## src/rtl/load_store_unit.sv

```systemverilog
// Load/store unit: turns an RV32I load/store into one valid/ready transaction on the
// data-memory port, stalls the core while it runs and returns extended load data.
module load_store_unit #(
    parameter int unsigned TIMEOUT_CYCLES = 255
) (
    input  logic        clock,
    input  logic        reset,
    input  logic        start,
    input  logic        is_store,
    input  logic [2:0]  funct3,
    input  logic [31:0] addr,
    input  logic [31:0] store_data,
    output logic [31:0] load_data,
    output logic        busy,
    output logic        done,
    output logic [1:0]  err_code,
    output logic        mem_req,
    output logic        mem_we,
    output logic [31:0] mem_addr,
    output logic [31:0] mem_wdata,
    output logic [3:0]  mem_be,
    input  logic [31:0] mem_rdata,
    input  logic        mem_ready
);

    localparam int unsigned CntW = $clog2(TIMEOUT_CYCLES + 1);
    localparam logic [CntW-1:0] CntLast = CntW'(TIMEOUT_CYCLES - 1);

    localparam logic [1:0] ErrOk       = 2'b00;
    localparam logic [1:0] ErrMisalign = 2'b01;
    localparam logic [1:0] ErrTimeout  = 2'b10;
    localparam logic [1:0] ErrIllegal  = 2'b11;

    typedef enum logic [1:0] {StIdle, StReq, StDone, StErr} state_t;

    state_t          state_q, state_d;
    logic [1:0]      err_q, err_d;
    logic [CntW-1:0] cnt_q, cnt_d;

    // Transaction fields captured when the access is accepted
    logic            we_q;
    logic [2:0]      f3_q;
    logic [31:0]     addr_q;
    logic [31:0]     wdata_q;
    logic [3:0]      be_q;

    logic            illegal;
    logic            misaligned;
    logic [3:0]      be_new;
    logic [31:0]     wdata_new;
    logic [7:0]      lane_b;
    logic [15:0]     lane_h;
    logic [31:0]     load_ext;

    // Decode the incoming access: legality, alignment, byte enables, lane-replicated data
    always_comb begin
        illegal    = 1'b0;
        misaligned = 1'b0;
        be_new     = 4'b0000;
        wdata_new  = store_data;
        if (is_store) begin
            illegal = funct3[2] | (funct3 == 3'b011);
        end else begin
            illegal = (funct3 == 3'b011) | (funct3 == 3'b110) | (funct3 == 3'b111);
        end
        misaligned = ((funct3[1:0] == 2'b01) & addr[0]) |
                     ((funct3[1:0] == 2'b10) & (addr[1:0] != 2'b00));
        unique case (funct3[1:0])
            2'b00: begin
                be_new    = 4'b0001 << addr[1:0];
                wdata_new = {4{store_data[7:0]}};
            end
            2'b01: begin
                be_new    = 4'b0011 << addr[1:0];
                wdata_new = {2{store_data[15:0]}};
            end
            default: begin
                be_new    = 4'b1111;
                wdata_new = store_data;
            end
        endcase
    end

    // Next-state logic, error latching and timeout counting
    always_comb begin
        state_d = state_q;
        err_d   = err_q;
        cnt_d   = cnt_q;
        unique case (state_q)
            StIdle: begin
                if (start) begin
                    if (illegal) begin
                        err_d   = ErrIllegal;
                        state_d = StErr;
                    end else if (misaligned) begin
                        err_d   = ErrMisalign;
                        state_d = StErr;
                    end else begin
                        err_d   = ErrOk;
                        cnt_d   = '0;
                        state_d = StReq;
                    end
                end
            end
            StReq: begin
                cnt_d = cnt_q + CntW'(1);
                if (mem_ready) begin
                    state_d = StDone;
                end else if (cnt_q == CntLast) begin
                    err_d   = ErrTimeout;
                    state_d = StErr;
                end
            end
            default: state_d = StIdle;
        endcase
    end

    // State, error code and counter registers
    always_ff @(posedge clock or posedge reset) begin
        if (reset) begin
            state_q <= StIdle;
            err_q   <= ErrOk;
            cnt_q   <= '0;
        end else begin
            state_q <= state_d;
            err_q   <= err_d;
            cnt_q   <= cnt_d;
        end
    end

    // Capture the request fields so they stay stable while the memory stalls
    always_ff @(posedge clock or posedge reset) begin
        if (reset) begin
            we_q    <= 1'b0;
            f3_q    <= 3'b000;
            addr_q  <= '0;
            wdata_q <= '0;
            be_q    <= 4'b0000;
        end else if ((state_q == StIdle) && start) begin
            we_q    <= is_store;
            f3_q    <= funct3;
            addr_q  <= addr;
            wdata_q <= wdata_new;
            be_q    <= be_new;
        end
    end

    // Lane extraction and sign/zero extension of the returned word
    always_comb begin
        lane_b   = mem_rdata[{addr_q[1:0], 3'b000} +: 8];
        lane_h   = mem_rdata[{addr_q[1], 4'b0000} +: 16];
        load_ext = mem_rdata;
        unique case (f3_q)
            3'b000:  load_ext = {{24{lane_b[7]}}, lane_b};
            3'b001:  load_ext = {{16{lane_h[15]}}, lane_h};
            3'b100:  load_ext = {24'h000000, lane_b};
            3'b101:  load_ext = {16'h0000, lane_h};
            default: load_ext = mem_rdata;
        endcase
    end

    // Load result register; only a completed load updates it
    always_ff @(posedge clock or posedge reset) begin
        if (reset) begin
            load_data <= '0;
        end else if ((state_q == StReq) && mem_ready && !we_q) begin
            load_data <= load_ext;
        end
    end

    // Core- and memory-facing outputs; memory fields are zero outside REQ
    always_comb begin
        mem_req   = (state_q == StReq);
        mem_we    = mem_req & we_q;
        mem_addr  = mem_req ? {addr_q[31:2], 2'b00} : 32'h0;
        mem_wdata = mem_req ? wdata_q : 32'h0;
        mem_be    = mem_req ? be_q : 4'b0000;
        busy      = ((state_q == StIdle) & start) | mem_req;
        done      = (state_q == StDone) | (state_q == StErr);
        err_code  = (state_q == StErr) ? err_q : ErrOk;
    end

endmodule
```

## config.mk

```make
export PLATFORM = sky130hd
export DESIGN_NAME = load_store_unit
export DESIGN_NICKNAME = d
export VERILOG_FILES = /design/src/rtl/load_store_unit.sv
export SDC_FILE = /design/constraint.sdc
export NUM_CORES = 1
export LEC_CHECK = 0
export CORE_MARGIN = 2
export CORE_UTILIZATION = 30
export DETAILED_ROUTE_END_ITERATION = 8
export GPL_ROUTABILITY_DRIVEN = 0
export PLACE_DENSITY = 0.67
export SYNTH_ARGS = -nofsm -noshare
export SYNTH_HDL_FRONTEND = slang
export SYNTH_SLANG_ARGS = --single-unit
```

## constraint.sdc

```tcl
create_clock -name clock -period 6.2 [get_ports clock]
set_input_delay 1.24 -clock clock [delete_from_list [all_inputs] [get_ports clock]]
set_output_delay 1.24 -clock clock [all_outputs]
set_load 0.005 [all_outputs]
```

==> flow_metrics.env, run 1 <==
export IMPL_status="finished clean"
export IMPL_die_h_um=144
export IMPL_area_delta_synth_final_pct=49.0
export IMPL_ir_drop_v=0.000186
export IMPL_num_antenna_cells=0
export IMPL_seqCellArea_um2=2900
export IMPL_io_pin_count=210
export IMPL_num_rows=51
export IMPL_viasPerCell=4.77
export IMPL_post_dp_hpwl_um=12500
export IMPL_dr_pass1_iters=4
export IMPL_vias=5425
export IMPL_async_flop_share_pct=100
export IMPL_syn_area_per_cell_um2=8.76
export IMPL_period_share_pct=64.5
export IMPL_clockRootBuffer="clkbuf_16"
export IMPL_fin_area_um2=8810
export IMPL_fin_skew_ns=0.0110
export IMPL_max_slew_margin_rel_pct=35.9
export IMPL_wl_per_cell_um=16.1
export IMPL_p_sw_share_pct=33.7
export IMPL_cts_made_buffers=17
export IMPL_netlist_area_um2=5910
export IMPL_crit_fanout=69
export IMPL_ys_seq_elements=116
export IMPL_grt_max_degree=73
export IMPL_yosysSeqAreaShare_pct=49.1
export IMPL_p_comb_share_pct=37.8
export IMPL_fin_cells=1137
export IMPL_clk_transition_reported_paths_ns=0.06
export IMPL_layout_nets=965
export IMPL_power_switching_mw=1.32
export IMPL_tns_ns=0
export IMPL_power_density_nw_per_um2=446
export IMPL_portBuffers=207
export IMPL_post_dp_cell_area_um2=8160
export IMPL_wl_um=18300
export IMPL_min_path_type="reg -> reg"
export IMPL_synth_ff_type="dfrtp_1"
export IMPL_max_clock_path_buffers=2
export IMPL_power_internal_mw=2.60
export IMPL_grt_overflow_total=0
export IMPL_synth_area_leaders="dfrtp_1 49%, nand2_1 13%, and2_1 7.1%"
export IMPL_synth_edff_count=0
export IMPL_fillers=1941
export IMPL_worst_setup_path_end_kind="output pin"
export IMPL_h_tree_depth=4
export IMPL_cts_tree="yes"
export IMPL_die_width_um=144
export IMPL_grt_pass1_wl_um=29300
export IMPL_slew_viol_final=0
export IMPL_cp_data_required_time_ns=4.96
export IMPL_placedCellCount=1105
export IMPL_path_class="reg -> out"
export IMPL_ys_types=48
export IMPL_clockPowerShare_pct=27.7
export IMPL_worstMarginPinSlew_ns=0.959
export IMPL_start_kind="flip-flop"
export IMPL_finalSetupViolations=0
export IMPL_power_mw=3.93
export IMPL_rrSetupSlack_ns=3.07
export IMPL_p_seq_share_pct=34.5
export IMPL_initial_utilization_pct=30.5
export IMPL_drtIter0Drc=277
export IMPL_drc=0
export IMPL_antenna_found_initial=1
export IMPL_netlist_instances=675
export IMPL_hold_viol_final=0
export IMPL_p_leak_nw=3.90
export IMPL_rsz0062_at_grt="false"
export IMPL_cts_repair_resized=0
export IMPL_hold_ws_ns=0.463
export IMPL_final_min_clock_period_ns=4.00
export IMPL_yosys_area_top_type_share_pct=49.1
export IMPL_grt_usage_pct=18.1
export IMPL_cts_sinks=116
export IMPL_cts_hold_repair_buffers=0
export IMPL_synth_warnings=0
export IMPL_clock_fmax_ghz=0.250
export IMPL_fp_coreArea_um2=19400
export IMPL_worstPathArrival_ns=2.76
export IMPL_cts_setup_buffers=0
export IMPL_yosysTopAreaCell="dfrtp_1"
export IMPL_maxCapViolCount=0
export IMPL_drive_gt1_share_pct=5.96
export IMPL_ant_nets=0
export IMPL_first_global_vias=5443
export IMPL_clk_latency_ns=0.41
export IMPL_multi_input_area_um2=2780
export IMPL_dieArea_um2=20800
[cells by family after synthesis]
kind of cell               count (synthesis)  share of synthesized area [%]
xor gates and xnor gates                   1                          0.148
AOI/OAI and AO/OA                        108                           11.5
DFF                                      116                           49.1
adders and majority gates                  2                          0.423
and+or+nand+nor                          356                           28.3
muxes                                     35                           6.37
buffers and inverters                     56                           4.08
other                                      1                         0.0634
[worst max-delay path, cell delays in order (launching register included)]
cell	delay (ns)
dfrtp_1	0.52
nand2b_2	0.25
clkinv_2	0.62
and2_1	0.48
clkdlybuf4s50_1	0.46
[through the flow]
stage	utilization, %	setup WS [ns]
global placement	42.1	2.53
floorplan	-	1.89
finish	45.4	2.20
detailed placement	42.1	2.51
global route	45.4	1.96
CTS	45.4	2.11
[per-layer routing]
| metal | vias to the layer above | share of wire [%] | global-route usage [%] | routed length, um |
|---|---|---|---|---|
| li1 | 2626 | - | - | - |
| met1 | 2583 | 44 | 23.6 | 7980 |
| met2 | 196 | 47 | 28.8 | 8530 |
| met3 | 18 | 8.6 | 5.76 | 1570 |
| met4 | 2 | 1.1 | 5.31 | 199 |
| met5 | - | 0.060 | 0 | 11 |
[registers in the layout (all words and copies together) (netlist names)]
register	cells
wdata_q	32
cnt_q	8
f3_q	3
state_q	2
we_q	1
addr_q	32
be_q	4
load_data	32
err_q	2
[final cells by class]
type	count	share of cell area, %
Inverter	7	0.341
Multi-Input combinational cell	504	31.6
Tap cell	265	3.76
Timing Repair Buffer	213	24.0
Clock inverter	13	2.34
Sequential cell	116	32.9
Clock buffer	19	5.03
[power groups by stage]
stage               logic (mW)  registers (mW)  clock network [mW]
finish                    1.49            1.35                1.09
global route              1.67            1.41                1.15
CTS                       1.51            1.36                1.11
detailed placement        1.51            1.36                   0
global placement          1.49            1.36                   0
floorplan                0.832            1.26                   0
[synthesized netlist by cell type (3+ instances only)]
library cell,number
a21oi_1,25
or3_1,9
o31ai_1,9
and2_1,67
nand2b_1,7
clkbuf_1,35
a311oi_1,7
inv_1,6
buf_1,4
and3_1,3
dfrtp_1,116
a22oi_1,7
nand3_1,34
nand2_1,203
o21ai_0,44
mux2i_1,32
nor2_1,19
buf_2,5
or4_1,4
[final timing paths]
path	from	to	cells after the start
worst min register to register	addr_q[19]	addr_q[19]	2
max in group asynchronous	reset	addr_q[24]	3
worst max register to register	state_q[1]	load_data[8]	5
worst max-delay path	state_q[1]	mem_be[0]	4
min in group asynchronous	reset	addr_q[18]	2
worst min-delay path	addr_q[19]	addr_q[19]	2
[layout by cell type (no fill, tap or decap), drive strengths merged, types with 9 or more instances in the layout]
cell type	count
o21ai	44
or3	9
o31ai	9
nor2	19
dfrtp	116
clkbuf	19
mux2i	32
nand3	34
and2	67
a21oi	25
clkdlybuf4s50	207
nand2	203
(Power assumes the default switching activity.)
==> run 2, diff against run 1 <==
--- a/config.mk
+++ b/config.mk
@@ -9,7 +9,7 @@
 export CORE_UTILIZATION = 30
 export DETAILED_ROUTE_END_ITERATION = 8
 export GPL_ROUTABILITY_DRIVEN = 0
-export PLACE_DENSITY = 0.67
+export PLACE_DENSITY = 0.69
 export SYNTH_ARGS = -nofsm -noshare
 export SYNTH_HDL_FRONTEND = slang
 export SYNTH_SLANG_ARGS = --single-unit
==> constraint.sdc (replaced) <==
create_clock -name clock -period 3.65 [get_ports clock]
set_input_delay 0.73 -clock clock [delete_from_list [all_inputs] [get_ports clock]]
set_output_delay 0.73 -clock clock [all_outputs]
set_load 0.005 [all_outputs]
==> flow_metrics.env, run 2 (same netlist as run 1, synthesis figures left out) <==
export IMPL_max_slew_margin_rel_pct=36.5
export IMPL_area_delta_synth_final_pct=48.9
export IMPL_tns_ns=0
export IMPL_portBuffers=207
export IMPL_final_cell_mix="207 x clkdlybuf4s50_1, 203 x nand2_1, 116 x dfrtp_1, 67 x and2_1, 44 x o21ai_0"
export IMPL_drc=0
export IMPL_max_clock_path_buffers=2
export IMPL_holdPathEnd="addr_q[16]"
export IMPL_grt_max_degree=117
export IMPL_path_cells="nand2b_2, clkinv_2, and2_1, clkdlybuf4s50_1"
export IMPL_initial_utilization_pct=30.5
export IMPL_reg_top3="addr_q x32, load_data x32, wdata_q x32"
export IMPL_die_h_um=144
export IMPL_power_mw=6.53
export IMPL_clockRootBuffer="clkbuf_16"
export IMPL_cts_sinks=116
export IMPL_crit_buf_inv=2
export IMPL_worstMarginPinSlew_ns=0.952
export IMPL_min_from="addr_q[16]"
export IMPL_clk_latency_ns=0.42
export IMPL_drive_gt1_share_pct=6.51
export IMPL_antenna_found_initial=0
export IMPL_start_kind="flip-flop"
export IMPL_max_stage_delay_ns=0.60
export IMPL_fillers=1889
export IMPL_dieArea_um2=20800
export IMPL_viasPerCell=4.76
export IMPL_grt_usage_pct=17.6
export IMPL_cts_hold_repair_buffers=0
export IMPL_layout_nets=969
export IMPL_slowest_stage="clkinv_2"
export IMPL_fin_area_um2=8800
export IMPL_r2r_end="load_data[14]"
export IMPL_clock_fmax_ghz=0.293
export IMPL_crit_fanout=69
export IMPL_hold_ws_ns=0.466
export IMPL_min_path_type="reg -> reg"
export IMPL_wl_um=18100
export IMPL_period_share_pct=93.4
export IMPL_rrSetupSlack_ns=1.08
export IMPL_min_path_cells=2
export IMPL_use_met2_pct=28.0
export IMPL_status="finished clean"
export IMPL_p_leak_nw=3.91
export IMPL_cts_made_buffers=17
export IMPL_grt_pass1_wl_um=28500
export IMPL_grt_busiest_layer="met2"
export IMPL_layout_commonest_cell="clkdlybuf4s50_1"
export IMPL_num_antenna_cells=0
export IMPL_h_tree_depth=4
export IMPL_fp_coreArea_um2=19400
export IMPL_reg2reg_from="state_q[1]"
export IMPL_worst_setup_path_end_kind="output pin"
export IMPL_first_global_vias=5453
export IMPL_rsz0062_at_grt="false"
export IMPL_cts_repair_resized=0
export IMPL_num_rows=51
export IMPL_place_ws_ns=0.643
export IMPL_maxCapViolCount=0
export IMPL_cts_tree="yes"
export IMPL_grt_overflow_total=0
export IMPL_fin_skew_ns=0.0141
export IMPL_power_density_nw_per_um2=742
export IMPL_die_width_um=144
export IMPL_slew_viol_final=0
export IMPL_finalSetupViolations=0
export IMPL_cts_setup_buffers=0
export IMPL_worstPathArrival_ns=2.68
export IMPL_hold_viol_final=0
export IMPL_met3_usage_pct=5.46
export IMPL_final_min_clock_period_ns=3.41
export IMPL_ant_nets=0
export IMPL_ir_drop_v=0.000334
export IMPL_cp_data_required_time_ns=2.92
export IMPL_cp_top_family="buffers and inverters"
export IMPL_io_pin_count=210
export IMPL_clk_transition_reported_paths_ns=0.06
export IMPL_post_dp_cell_area_um2=8210
export IMPL_path_class="reg -> out"
export IMPL_post_dp_hpwl_um=12400
export IMPL_dr_pass1_iters=7
export IMPL_r2r_cells=7
export IMPL_wl_per_cell_um=15.9
export IMPL_drtIter0Drc=259
export IMPL_vias=5433
export IMPL_fin_ws_ns=0.240
export IMPL_met1_usage_pct=22.8
==> run 2: how the worst max path moves through the flow <==
stage	start	end	slack, ns	cells after the start
finish	state_q[1]	mem_wdata[8]	0.24	4
global route	state_q[1]	mem_be[3]	0.04	4
CTS	state_q[1]	mem_be[3]	0.17	4
detailed placement	state_q[1]	mem_be[3]	0.64	4
global placement	state_q[1]	mem_be[3]	0.71	4
floorplan	reset	addr_q[0]	1.51	1
==> run 2: area by class of cell <==
class	instances	area (um^2)	area share [%]
clock buffer	17	425	4.83
clock inverter	15	171	1.95
inverter	7	31.3	0.355
multi-input combinational	504	2780	31.6
sequential	116	2900	33.0
tap	265	332	3.77
timing repair buffer	217	2160	24.5
==> run 2: per-stage QoR <==
stage               std cells  utilization (%)
CTS                      1141             45.4
finish                   1141             45.4
global route             1141             45.4
floorplan                 676                -
detailed placement       1109             42.3
global placement         1109             42.3
==> run 2: layer usage <==
metal / wire length, um / part of all wire, %
met5: 0 / 0
met2: 8520 / 47
met4: 242 / 1.3
met1: 7990 / 44
met3: 1390 / 7.7
==> run 2: report_power, final <==
part / switching, mW / internal, mW
registers: 0.442 / 1.87
logic: 1.19 / 1.33
clock network: 0.680 / 1.02
==> run 2: worst reg2reg max path: cells and delay by family (launching register included) <==
kind / cells / cell delay, ns
AND/OR/NAND/NOR: 2 / 0.52
AO/OA/AOI/OAI: 2 / 0.26
buffers and inverters: 3 / 1.22
flip-flops: 1 / 0.48
